<file path="src/rtl/reg_bus_pkg.sv">
// -----------------------------------------------------------------------------
// reg_bus_pkg
//   Shared definitions for the register-file bus: master FSM state encoding,
//   default bus geometry and the word size in bytes. Imported by the bus
//   master, the register block and the bench.
// -----------------------------------------------------------------------------
package reg_bus_pkg;

   typedef enum logic [2:0] {
      IDLE  = 3'd0,
      WRITE = 3'd1,
      READ  = 3'd2,
      WAIT  = 3'd3,
      RESP  = 3'd4
   } state_e;

   localparam int AW_DEFAULT         = 10;
   localparam int DW_DEFAULT         = 32;
   localparam int MAX_BURST_DEFAULT  = 16;
   localparam int RD_LATENCY_DEFAULT = 1;
   localparam int WORD_BYTES         = 4;

   // A byte address is usable on the bus only if it names a whole 32-bit word.
   function automatic logic word_misaligned(input logic [1:0] lsb_s);
      return (lsb_s != 2'b00);
   endfunction

endpackage

</file>
<file path="src/rtl/reg_bus_master.sv">
// -----------------------------------------------------------------------------
// reg_bus_master
//   Sole initiator on the register-file bus. Commands arrive on a valid/ready
//   port (single writes, incrementing read bursts of 1..MAX_BURST words) and
//   are turned into one bus access at a time; every write and every read word
//   produces one response beat on a second valid/ready port. Malformed
//   commands (misaligned address, read length 0 or above MAX_BURST) are
//   answered with an error beat and never reach the bus.
//
// Ports
//   clk, rst_n                      clock (rising edge), async active-low reset
//   cmd_valid/cmd_ready             command handshake
//   cmd_write/addr/wdata/len        command fields (len only for reads)
//   rsp_valid/rsp_ready             response handshake
//   rsp_rdata/rsp_err/rsp_last      response payload
//   wr_en/rd_en/addr/wdata          registered bus strobes, address, data
//   rdata                           bus read data, RD_LATENCY after rd_en
// -----------------------------------------------------------------------------
module reg_bus_master
   import reg_bus_pkg::*;
#(
   parameter int AW          = AW_DEFAULT,
   parameter int DW          = DW_DEFAULT,
   parameter int MAX_BURST   = MAX_BURST_DEFAULT,
   parameter int RD_LATENCY  = RD_LATENCY_DEFAULT,
   localparam int LW         = $clog2(MAX_BURST + 1)
) (
   input  logic          clk,
   input  logic          rst_n,
   input  logic          cmd_valid,
   output logic          cmd_ready,
   input  logic          cmd_write,
   input  logic [AW-1:0] cmd_addr,
   input  logic [DW-1:0] cmd_wdata,
   input  logic [LW-1:0] cmd_len,
   output logic          rsp_valid,
   input  logic          rsp_ready,
   output logic [DW-1:0] rsp_rdata,
   output logic          rsp_err,
   output logic          rsp_last,
   output logic          wr_en,
   output logic          rd_en,
   output logic [AW-1:0] addr,
   output logic [DW-1:0] wdata,
   input  logic [DW-1:0] rdata
);

   // Wait counter counts down from RD_LATENCY-1 to 0, one step per WAIT cycle.
   localparam int LATW = (RD_LATENCY > 1) ? $clog2(RD_LATENCY) : 1;

   localparam logic [LW-1:0]   ONE_BEAT   = LW'(1);
   localparam logic [LW-1:0]   MAX_LEN    = LW'(MAX_BURST);
   localparam logic [LATW-1:0] LAT_START  = LATW'(RD_LATENCY - 1);
   localparam logic [AW-1:0]   ADDR_STEP  = AW'(WORD_BYTES);

   state_e          state_r,     state_s;
   logic            cmd_ready_r, cmd_ready_s;
   logic            rsp_valid_r, rsp_valid_s;
   logic [DW-1:0]   rsp_rdata_r, rsp_rdata_s;
   logic            rsp_err_r,   rsp_err_s;
   logic            rsp_last_r,  rsp_last_s;
   logic            wr_en_r,     wr_en_s;
   logic            rd_en_r,     rd_en_s;
   logic [AW-1:0]   addr_r,      addr_s;
   logic [DW-1:0]   wdata_r,     wdata_s;
   logic [LW-1:0]   beats_r,     beats_s;   // read words still owed, incl. current
   logic [LATW-1:0] lat_r,       lat_s;

   // Rejection rule: misaligned address for any command, bad length for reads.
   function automatic logic cmd_reject(input logic          wr_s,
                                       input logic [1:0]    lsb_s,
                                       input logic [LW-1:0] len_s);
      logic bad_len_s;
      bad_len_s = (len_s == {LW{1'b0}}) || (len_s > MAX_LEN);
      return word_misaligned(lsb_s) || (!wr_s && bad_len_s);
   endfunction

   // Next-state and next-output logic; every output is computed here and
   // registered below, so bus and response ports come straight from flops.
   always_comb begin
      state_s     = state_r;
      cmd_ready_s = 1'b0;
      rsp_valid_s = rsp_valid_r;
      rsp_rdata_s = rsp_rdata_r;
      rsp_err_s   = rsp_err_r;
      rsp_last_s  = rsp_last_r;
      wr_en_s     = 1'b0;
      rd_en_s     = 1'b0;
      addr_s      = addr_r;
      wdata_s     = wdata_r;
      beats_s     = beats_r;
      lat_s       = lat_r;

      case (state_r)
         IDLE: begin
            if (cmd_valid && cmd_ready_r) begin
               if (cmd_reject(cmd_write, cmd_addr[1:0], cmd_len)) begin
                  // Error beat goes out directly; bus address/data untouched.
                  state_s     = RESP;
                  rsp_valid_s = 1'b1;
                  rsp_rdata_s = {DW{1'b0}};
                  rsp_err_s   = 1'b1;
                  rsp_last_s  = 1'b1;
                  beats_s     = {LW{1'b0}};
               end else if (cmd_write) begin
                  state_s = WRITE;
                  wr_en_s = 1'b1;
                  addr_s  = cmd_addr;
                  wdata_s = cmd_wdata;
                  beats_s = {LW{1'b0}};
               end else begin
                  state_s = READ;
                  rd_en_s = 1'b1;
                  addr_s  = cmd_addr;
                  beats_s = cmd_len;
               end
            end else begin
               cmd_ready_s = 1'b1;
            end
         end

         WRITE: begin
            state_s     = RESP;
            rsp_valid_s = 1'b1;
            rsp_rdata_s = {DW{1'b0}};
            rsp_err_s   = 1'b0;
            rsp_last_s  = 1'b1;
         end

         READ: begin
            state_s = WAIT;
            lat_s   = LAT_START;
         end

         WAIT: begin
            if (lat_r == {LATW{1'b0}}) begin
               // rdata is valid in this cycle; capture it as the response.
               state_s     = RESP;
               rsp_valid_s = 1'b1;
               rsp_rdata_s = rdata;
               rsp_err_s   = 1'b0;
               rsp_last_s  = (beats_r == ONE_BEAT);
            end else begin
               lat_s = lat_r - LATW'(1);
            end
         end

         RESP: begin
            if (rsp_ready) begin
               rsp_valid_s = 1'b0;
               rsp_rdata_s = {DW{1'b0}};
               rsp_err_s   = 1'b0;
               rsp_last_s  = 1'b0;
               if (beats_r > ONE_BEAT) begin
                  // Address wraps naturally at the top of the AW-bit space.
                  state_s = READ;
                  rd_en_s = 1'b1;
                  addr_s  = addr_r + ADDR_STEP;
                  beats_s = beats_r - ONE_BEAT;
               end else begin
                  state_s     = IDLE;
                  cmd_ready_s = 1'b1;
                  beats_s     = {LW{1'b0}};
               end
            end else begin
               state_s = RESP;
            end
         end

         default: begin
            // Unreachable encodings recover to a quiet idle.
            state_s     = IDLE;
            rsp_valid_s = 1'b0;
            rsp_rdata_s = {DW{1'b0}};
            rsp_err_s   = 1'b0;
            rsp_last_s  = 1'b0;
            beats_s     = {LW{1'b0}};
            lat_s       = {LATW{1'b0}};
         end
      endcase
   end

   // State and output registers; reset clears everything, aborting any command.
   always_ff @(posedge clk or negedge rst_n) begin
      if (!rst_n) begin
         state_r     <= IDLE;
         cmd_ready_r <= 1'b0;
         rsp_valid_r <= 1'b0;
         rsp_rdata_r <= {DW{1'b0}};
         rsp_err_r   <= 1'b0;
         rsp_last_r  <= 1'b0;
         wr_en_r     <= 1'b0;
         rd_en_r     <= 1'b0;
         addr_r      <= {AW{1'b0}};
         wdata_r     <= {DW{1'b0}};
         beats_r     <= {LW{1'b0}};
         lat_r       <= {LATW{1'b0}};
      end else begin
         state_r     <= state_s;
         cmd_ready_r <= cmd_ready_s;
         rsp_valid_r <= rsp_valid_s;
         rsp_rdata_r <= rsp_rdata_s;
         rsp_err_r   <= rsp_err_s;
         rsp_last_r  <= rsp_last_s;
         wr_en_r     <= wr_en_s;
         rd_en_r     <= rd_en_s;
         addr_r      <= addr_s;
         wdata_r     <= wdata_s;
         beats_r     <= beats_s;
         lat_r       <= lat_s;
      end
   end

   assign cmd_ready = cmd_ready_r;
   assign rsp_valid = rsp_valid_r;
   assign rsp_rdata = rsp_rdata_r;
   assign rsp_err   = rsp_err_r;
   assign rsp_last  = rsp_last_r;
   assign wr_en     = wr_en_r;
   assign rd_en     = rd_en_r;
   assign addr      = addr_r;
   assign wdata     = wdata_r;

endmodule

</file>
<file path="config.mk">
export PLATFORM = sky130hd
export DESIGN_NAME = reg_bus_master
export DESIGN_NICKNAME = d
export VERILOG_FILES = /design/src/rtl/reg_bus_pkg.sv /design/src/rtl/reg_bus_master.sv
export SDC_FILE = /design/constraint.sdc
export NUM_CORES = 1
export LEC_CHECK = 0
export CAP_MARGIN = 20
export CORE_MARGIN = 1.5
export CORE_UTILIZATION = 45
export DETAILED_ROUTE_END_ITERATION = 8
export PLACE_DENSITY = 0.83
export SETUP_SLACK_MARGIN = 0.4
export SYNTH_ARGS = -nofsm -noshare
export SYNTH_HDL_FRONTEND = slang
export SYNTH_SLANG_ARGS = --single-unit
</file>
<file path="constraint.sdc">
create_clock -name clk -period 4.8 [get_ports clk]
set_clock_uncertainty 0.05 [all_clocks]
set_input_delay 0.96 -clock clk [delete_from_list [all_inputs] [get_ports clk]]
set_output_delay 0.96 -clock clk [all_outputs]
set_load 0.01 [all_outputs]
</file>
==> run metrics, run 1 <==
outcome complete, no violations; depth of the worst hold-timing path 1; overall power after layout 3.000 mW; sort of element at the end of the critical path register; H-Tree Depth 3; TritonCTS clock tree built; leakage power total 2.472 nW; class of the tightest hold or removal check reg -> reg; height of the die 94.12 um; worst-case vdd ir drop 296.7 uV; proportion of synthesized flip-flops having asynchronous set or reset 100.0%; largest area contributor in the netlist dfrtp_1; reg-to-reg critical path startpoint state_r[1]; final non-filler cell total 576; max-capacitance violation count 0; Max Clock Freq 0.3362 GHz; Netlist cell types 46; Setup Total Neg Slack 0 ns; number of antenna repair diodes 0; worst r2r dst addr[2]; area of the die 8858 um^2; CP Launch Type input pin; startpoint of the most critical hold path addr[0]; share of the yosys chip area belonging to registers 58.94%; EDFF count, synth 0; count of warnings emitted by yosys 0; first-pass GRT wire length 14.90 mm; worst hold path endpoint addr[0]; total half-perimeter wirelength after legalization and detailed placement 6.690 mm; number of storage elements in the synthesis netlist 88; via/cell ratio 5.380; power density normalized to cell area 527.9 nW/um^2; Syn-to-layout area delta 52.11%; worst-margin pin slew 0.6688 ns; Finish-stage setup viols 0; die width 94.12 um; synthesized netlist net count 389; min cycle time layout 2.975 ns; routed length per instance 16.41 um; average cell area after synthesis 12.37 um^2; placed cell count 558; Final Wtd Congestion 0.9062; number of sinks handled by clock tree synthesis 88; share of the core filled with cells 69.87%; proportion of netlist area held by the largest area contributor 58.94%; total of buffers placed on input and output ports 163; required time reported for the critical path endpoint 5.02 ns; worst hold-check slack 0.4438 ns; number of buffers added for setup after CTS 0; flop-to-flop setup slack 2.63 ns; via count 3,099; # fillers 593; via count of the first global-routing pass 3,086; Antenna Violating Nets Remaining 0; class of the most critical setup path in -> reg; headroom to the max-slew limit 55.03%; grt ovf 0; post-CTS sizing 0; clock-pin slew of the registers on the worst-case setup and hold paths 0.09 ns; critical path launch point cmd_len[0]; critical path arrival 3.19 ns; CP Max Fanout 4; post-detailed-routing wire length 9.450 mm; mapped cell area 3736 um^2; antenna violations before repair 0; number of remaining DRC errors 0; number of buffers inserted during clock tree synthesis 9; number of detailed-routing iterations run before antenna repair 4; global-route usage over all layers 21.67%; r2r worst-path depth 5; unrepaired setup endpoints after global routing no; initial core utilization 45.93%; Max clock buf depth 2; final hold violations 0; layout cell share with drive strength beyond 1 12.53%; Final nets 553; area taken by flip-flops and latches 2202 um^2; dominant register cell in the synthesized netlist dfrtp_1; number of ports placed on the die boundary 164; CTS root buffer clkbuf_8; worst-skew pair later-pin latency 0.35 ns; portion of the clock cycle consumed by the worst path in the final layout 61.98%; number of DRC violations after detailed-routing iteration 0 105; Final Slew Violations 0; core footprint 8134 um^2; largest net degree at the start of global routing 89; standard-cell row count 33; Synth area leaders dfrtp_1 59%, mux2_2 9.9%, a22o_1 7.5%; total of hold buffers inserted after clock tree synthesis 0; area of the multi-input gates 1433 um^2; cell count after synthesis 302
-- area by class of cell --
cell class                      count  share of cell area [%]
Clock buffer                       10                   2.246
Clock inverter                      6                   1.189
Inverter                            6                  0.3963
Multi-Input combinational cell    194                   25.21
Sequential cell                    88                   38.75
Tap cell                          105                   2.312
Timing Repair Buffer              167                   29.90
-- flip-flops by register name (all words and copies together), names as in the netlist --
| name | flops |
|---|---|
| addr | 10 |
| beats_r | 5 |
| cmd_ready | 1 |
| rd_en | 1 |
| rsp_err | 1 |
| rsp_last | 1 |
| rsp_rdata | 32 |
| rsp_valid | 1 |
| state_r | 3 |
| wdata | 32 |
| wr_en | 1 |
-- critical path, cell delays in order --
cell	delay (ns)
clkdlybuf4s50_1	0.42
nor4_1	0.56
mux2_2	0.44
nor4b_1	0.60
nand2_1	0.12
o211ai_1	0.10
-- worst max-delay path by stage --
stage                       to  slack [ns]  cells after the start
floorplan           beats_r[0]        2.23                      5
global placement    beats_r[0]        1.60                      6
detailed placement  beats_r[1]        1.51                      6
CTS                 beats_r[1]        1.87                      6
global route        beats_r[2]        1.63                      6
finish              beats_r[0]        1.83                      6
-- layer usage --
| metal | global-route usage (%) | up-vias | wire length [um] |
|---|---|---|---|
| li1 | - | 1443 | - |
| met1 | 26.74 | 1509 | 3870 |
| met2 | 35.51 | 126 | 4655 |
| met3 | 7.282 | 21 | 689 |
| met4 | 7.463 | 0 | 234 |
| met5 | 0 | - | 0 |
-- power breakdown --
group / switching (mW) / internal [mW] / leakage, nW
clock: 0.266 / 0.244 / 0.0933
sequential: 0.199 / 0.980 / 1.15
combinational: 0.595 / 0.715 / 1.23
-- through the flow --
| step | setup WS, ns | area [um^2] |
|---|---|---|
| 4_1_cts | 1.872 | 5628 |
| 6_report | 1.825 | 5683 |
| 5_1_grt | 1.629 | 5683 |
| 3_5_place_dp | 1.512 | 5433 |
| 2_1_floorplan | 2.232 | 3736 |
| 3_3_place_gp | 1.599 | 5433 |
-- synthesized netlist by cell type (4+ instances only) --
| library cell | n |
|---|---|
| nor2_1 | 7 |
| a22o_1 | 32 |
| inv_1 | 6 |
| nand3_1 | 6 |
| and2_1 | 5 |
| nand2_1 | 20 |
| nor3_1 | 4 |
| mux2_2 | 33 |
| dfrtp_1 | 88 |
| a21oi_1 | 22 |
| o21ai_0 | 13 |
| o22ai_1 | 5 |
| clkbuf_1 | 8 |
-- layout by cell type (no fill, tap or decap), types with 3 or more instances in the layout --
master,instances
a21oi_1,22
a22o_1,32
a31oi_1,3
and2_1,5
buf_4,3
clkbuf_8,9
clkdlybuf4s50_1,162
dfrtp_1,88
ha_1,3
inv_1,6
mux2_2,33
nand2_1,20
nand3_1,6
nor2_1,7
nor3_1,4
nor4_1,3
o21ai_0,13
o22ai_1,5
-- logic make-up after synthesis --
logic type | count (synthesis) | share of synthesized area (%)
AOI/OAI and AO/OA | 93 | 17.52
DFF | 88 | 58.94
and+or+nand+nor | 63 | 9.344
muxes | 35 | 10.48
buffers and inverters | 20 | 2.712
adders and majority gates | 3 | 1.005
Note: power is estimated with default switching activity, not from simulation.
==> run 2, diff against run 1 <==
--- a/config.mk
+++ b/config.mk
@@ -7,9 +7,9 @@
 export LEC_CHECK = 0
 export CAP_MARGIN = 20
 export CORE_MARGIN = 1.5
-export CORE_UTILIZATION = 45
+export CORE_UTILIZATION = 38
 export DETAILED_ROUTE_END_ITERATION = 8
-export PLACE_DENSITY = 0.83
+export PLACE_DENSITY = 0.74
 export SETUP_SLACK_MARGIN = 0.4
 export SYNTH_ARGS = -nofsm -noshare
 export SYNTH_HDL_FRONTEND = slang
==> constraint.sdc (replaced) <==
create_clock -name clk -period 2.6 [get_ports clk]
set_clock_uncertainty 0.05 [all_clocks]
set_input_delay 0.52 -clock clk [delete_from_list [all_inputs] [get_ports clk]]
set_output_delay 0.52 -clock clk [all_outputs]
set_load 0.01 [all_outputs]
==> run metrics, run 2 (synthesis gave the netlist of run 1 again) <==
outcome complete, no violations; worst hold-check slack 0.08749 ns; initial core utilization 38.76%; placed cell count 598; critical path launch point cmd_len[0]; standard-cell row count 36; leakage power total 2.538 nW; share of the core filled with cells 60.31%; most common cell after layout, fill and taps aside clkdlybuf4s50_1; worst-case vdd ir drop 484.1 uV; crit path max-delay cell type clkdlybuf4s50_1; area taken by flip-flops and latches 2202 um^2; class of the tightest hold or removal check in -> async; total internal power 3.679 mW; sort of element at the end of the critical path register; highest signal layer in the routed design met4; reg-to-reg critical path startpoint state_r[2]; CP Max Fanout 4; required time reported for the critical path endpoint 2.83 ns; unrepaired setup endpoints after global routing no; H-Tree Depth 3; via/cell ratio 5.109; Worst path most repeated cell buf_4; Net Sw Power 1.938 mW; delay of the slowest cell on the worst path 0.43 ns; worst-margin pin slew 0.5421 ns; sequential group share of total power 37.9%; class of the most critical setup path in -> reg; number of DRC violations after detailed-routing iteration 0 100; global-route usage over all layers 19.11%; Setup Total Neg Slack 0 ns; first-pass GRT wire length 15.46 mm; core footprint 9639 um^2; Final Wtd Congestion 0.8455; cell-by-cell listing of the critical path clkdlybuf4s50_1 > nor4_2 > buf_4 > mux2_2 > o22ai_1 > buf_4 > a31oi_1 > a21oi_1; Max Clock Freq 0.4658 GHz; clock-pin slew of the registers on the worst-case setup and hold paths 0.08 ns; met2 routed wirelength 4.746 mm; # fillers 827; number of detailed-routing iterations run before antenna repair 4; final non-filler cell total 614; number of antenna repair diodes 0; Final Slew Violations 0; Antenna Violating Nets Remaining 0; Sw Share 34.50%; worst-skew pair later-pin latency 0.35 ns; number of buffers inserted during clock tree synthesis 9; detailed route wirelength on metal3 716 um; post-detailed-routing wire length 9.608 mm; CTS root buffer clkbuf_8; area of the die 10,440 um^2; height of the die 102.2 um; Final nets 564; number of buffers added for setup after CTS 0; number of ports placed on the die boundary 164; grt ovf 0; total half-perimeter wirelength after legalization and detailed placement 6.958 mm; leading cell types in the layout, fill and taps excluded 162 x clkdlybuf4s50_1, 88 x dfrtp_1, 33 x mux2_2; CP Launch Type input pin; total of hold buffers inserted after clock tree synthesis 0; final hold violations 0; number of remaining DRC errors 0; Syn-to-layout area delta 55.59%; max-capacitance violation count 0; portion of the clock cycle consumed by the worst path in the final layout 82.57%; via count of the first global-routing pass 3,184; total of buffers placed on input and output ports 163; layout cell share with drive strength beyond 1 14.97%; area of the multi-input gates 1449 um^2; Finish-stage setup viols 0; number of sinks handled by clock tree synthesis 88; TritonCTS clock tree built; largest net degree at the start of global routing 49; min cycle time layout 2.147 ns; via count 3,137; clock group share of total power 16.4%; power density normalized to cell area 966.2 nW/um^2; part of the power in combinational logic 45.8%; Max clock buf depth 2; critical path arrival 2.37 ns; met1 wire length 3.947 mm; antenna violations before repair 0; routed length per instance 15.65 um; headroom to the max-slew limit 63.48%; die width 102.2 um
==> run 2: cell types whose count changed in the layout (fill, tap and decap cells not counted), moves of 2 or more <==
cell        delta
buf_12         +2
buf_4         +10
clkinv_2       +2
clkinvlp_4     -2
inv_6          -2
==> run 2: worst max-delay path: cells and delay by family <==
kind,cells,cell delay (ns)
mux,1,0.37
compound gates,3,0.42
buf+inv,3,0.77
simple gates,1,0.29
==> run 2: per-stage QoR <==
stage | power, mW | area (um^2) | worst slack [ns]
finish | 5.617 | 5813 | 0.4533
global route | 6.014 | 5813 | 0.4022
CTS | 5.650 | 5776 | 0.4423
detailed placement | 4.713 | 5583 | 0.009308
global placement | 4.641 | 5583 | 0.05260
floorplan | 3.364 | 3736 | 0.4716
==> run 2: layout make-up <==
class | count | area share (%)
Multi-Input combinational cell | 194 | 24.92
Sequential cell | 88 | 37.88
Inverter | 6 | 0.3874
Tap cell | 133 | 2.863
Timing Repair Buffer | 178 | 30.74
Clock inverter | 4 | 0.7749
Clock buffer | 11 | 2.432
==> run 2: what timing repair did <==
action / CTS / global route
setup endpoints to repair: 1 / 24
gates resized for setup: 1 / 2
gates cloned: 0 / 0
hold endpoints to repair: 0 / 0
==> run 2: power groups by stage <==
stage / clock [mW] / combinational [mW] / sequential, mW
CTS: 0.947 / 2.58 / 2.13
global placement: 0 / 2.51 / 2.13
global route: 1.01 / 2.80 / 2.20
finish: 0.918 / 2.57 / 2.13
detailed placement: 0 / 2.56 / 2.15
floorplan: 0 / 1.07 / 2.29
==> run 2: worst paths after layout <==
| path | end | slack [ns] | depth (start not counted) |
|---|---|---|---|
| hold reg to reg | addr[0] | 0.44 | 1 |
| min in group clk | addr[0] | 0.44 | 1 |
| hold / removal | beats_r[4] | 0.09 | 1 |
| max in group asynchronous | wdata[8] | 1.77 | 2 |
| setup / recovery | addr[8] | 0.45 | 8 |
| setup reg to reg | rsp_rdata[30] | 0.52 | 5 |
==> run 2: per-layer routing <==
layer  global-route usage, %  up-vias
li1                        -     1470
met1                   23.79     1524
met2                   30.41      124
met3                   6.772       19
met4                   7.692        0
met5                       0        -
==> run 3, diff against run 2 <==
--- a/config.mk
+++ b/config.mk
@@ -7,9 +7,9 @@
 export LEC_CHECK = 0
 export CAP_MARGIN = 20
 export CORE_MARGIN = 1.5
-export CORE_UTILIZATION = 38
+export CORE_UTILIZATION = 42
 export DETAILED_ROUTE_END_ITERATION = 8
-export PLACE_DENSITY = 0.74
+export PLACE_DENSITY = 0.78
 export SETUP_SLACK_MARGIN = 0.4
 export SYNTH_ARGS = -nofsm -noshare
 export SYNTH_HDL_FRONTEND = slang
==> constraint.sdc (replaced) <==
create_clock -name clk -period 2.1 [get_ports clk]
set_clock_uncertainty 0.05 [all_clocks]
set_input_delay 0.42 -clock clk [delete_from_list [all_inputs] [get_ports clk]]
set_output_delay 0.42 -clock clk [all_outputs]
set_load 0.01 [all_outputs]
==> run metrics, run 3 (synthesis gave the netlist of run 1 again) <==
outcome complete, no violations; number of detailed-routing iterations run before antenna repair 4; placed standard-cell area 5767 um^2; largest net degree at the start of global routing 44; worst-margin pin slew 0.3281 ns; Antenna Violating Nets Remaining 0; headroom to the max-slew limit 78.05%; TritonCTS clock tree built; die width 97.32 um; max-capacitance violation count 0; sort of element at the end of the critical path register; min cycle time layout 1.821 ns; flop-to-flop setup slack 0.28 ns; worst hold-check slack 0.2318 ns; Net Sw Power 3.055 mW; cell-by-cell listing of the critical path or4_4 > nor2_4 > nand2_4 > buf_12 > mux2_2; CP Launch Type register; number of sinks handled by clock tree synthesis 88; global-route usage over all layers 23.50%; total internal power 5.218 mW; total of buffers placed on input and output ports 163; antenna violations before repair 0; share of the core filled with cells 74.26%; post-detailed-routing wire length 11.86 mm; Syn-to-layout area delta 72.51%; number of ports placed on the die boundary 164; Max clock buf depth 2; required time reported for the critical path endpoint 2.28 ns; number of DRC violations after detailed-routing iteration 0 134; part of the power in combinational logic 56.0%; clock group share of total power 13.1%; core footprint 8678 um^2; crit path max-delay cell type or4_4; Sw Share 36.93%; CTS root buffer clkbuf_8; final non-filler cell total 637; # fillers 612; via count 3,533; via count of the first global-routing pass 3,544; power density normalized to cell area 1284 nW/um^2; portion of the clock cycle consumed by the worst path in the final layout 86.72%; number of antenna repair diodes 0; Final Wtd Congestion 0.8362; worst r2r dst wdata[25]; first-pass GRT wire length 17.80 mm; via/cell ratio 5.546; depth of the worst hold-timing path 3; placed cell count 588; Finish-stage setup viols 0; sequential group share of total power 30.9%; leakage power total 3.213 nW; layout cell share with drive strength beyond 1 27.79%; number of buffers and inverters on the critical path 1; clock-pin slew of the registers on the worst-case setup and hold paths 0.10 ns; most common cell after layout, fill and taps aside dfrtp_1; standard-cell row count 34; startpoint of the most critical hold path cmd_len[2]; initial core utilization 43.05%; total half-perimeter wirelength after legalization and detailed placement 7.294 mm; H-Tree Depth 3; height of the die 97.32 um; worst hold path endpoint beats_r[2]; r2r worst-path depth 5; number of buffers inserted during clock tree synthesis 9; final hold violations 0; class of the tightest hold or removal check in -> reg; area of the die 9470 um^2; CP Max Fanout 15; critical path arrival 2.00 ns; area of the multi-input gates 1647 um^2; worst-skew pair later-pin latency 0.35 ns; worst-case vdd ir drop 614.1 uV; routed length per instance 18.62 um; leading cell types in the layout, fill and taps excluded 86 x dfrtp_1, 82 x dlygate4sd2_1, 72 x clkdlybuf4s50_1; unrepaired setup endpoints after global routing yes; Top delay family on crit path simple AND/OR/NAND/NOR gates; grt ovf 0; Final Slew Violations 0; delay of the slowest cell on the worst path 0.54 ns; Max Clock Freq 0.5491 GHz; summed area of non-filler cells in the final layout 6445 um^2; area taken by flip-flops and latches 2205 um^2; Final nets 611; number of remaining DRC errors 0; class of the most critical setup path reg -> reg; reg-to-reg critical path startpoint state_r[0]
-- run 3: power by group through the flow --
stage | Sequential [mW] | Clock (mW) | Combinational [mW]
after floorplan | 2.84 | 0 | 1.44
after global placement | 2.62 | 0 | 3.31
after detailed placement | 2.65 | 0 | 3.38
after CTS | 2.55 | 1.11 | 3.91
after global routing | 2.62 | 1.18 | 4.90
final | 2.55 | 1.09 | 4.63
-- run 3: cell type report --
type                       count  share of cell area (%)
timing repair buffer         225                   34.96
sequential                    88                   34.21
multi-input combinational    194                   25.55
tap                          108                   2.097
clock buffer                   9                   1.922
clock inverter                 7                  0.9124
inverter                       6                  0.3494
-- run 3: how the worst max path moves through the flow --
stage / start / endpoint / slack [ns] / cells past startpoint
CTS: state_r[0] / addr[3] / 0.29 / 7
global route: state_r[0] / addr[3] / 0.23 / 7
finish: state_r[0] / wdata[25] / 0.28 / 5
detailed placement: cmd_len[3] / beats_r[0] / -0.27 / 6
global placement: cmd_len[3] / beats_r[0] / -0.19 / 6
floorplan: cmd_addr[1] / wdata[0] / 0.31 / 5
-- run 3: timing repair --
action                     4_1_cts  5_1_grt
hold buffers                     1        0
pin swaps                       13       39
setup endpoints to repair      163       88
buffers inserted                18        7
hold endpoints to repair        20        0
gates resized for setup        123       28
cloned                           3        4
-- run 3: metal layers --
layer | global-route usage [%] | up-vias | routed length [um]
li1 | - | 1581 | -
met1 | 29.26 | 1756 | 4829
met2 | 40.40 | 164 | 5955
met3 | 5.468 | 32 | 785
met4 | 7.912 | 0 | 290
met5 | 0 | - | 0
-- run 3: per-stage QoR --
stage          TNS (ns)  total power [mW]  worst slack [ns]
4_1_cts               0             7.571            0.2854
3_3_place_gp     -13.47             5.932           -0.1867
3_5_place_dp     -15.88             6.032           -0.2721
5_1_grt               0             8.705            0.2298
2_1_floorplan         0             4.279            0.3135
6_report              0             8.273            0.2788
-- run 3: worst reg2reg max path: cells and delay by family, from the launching register on --
family / cells / cell delay (ns)
buffers and inverters: 1 / 0.17
flip-flops: 1 / 0.39
AND/OR/NAND/NOR: 3 / 0.82
multiplexers: 1 / 0.28
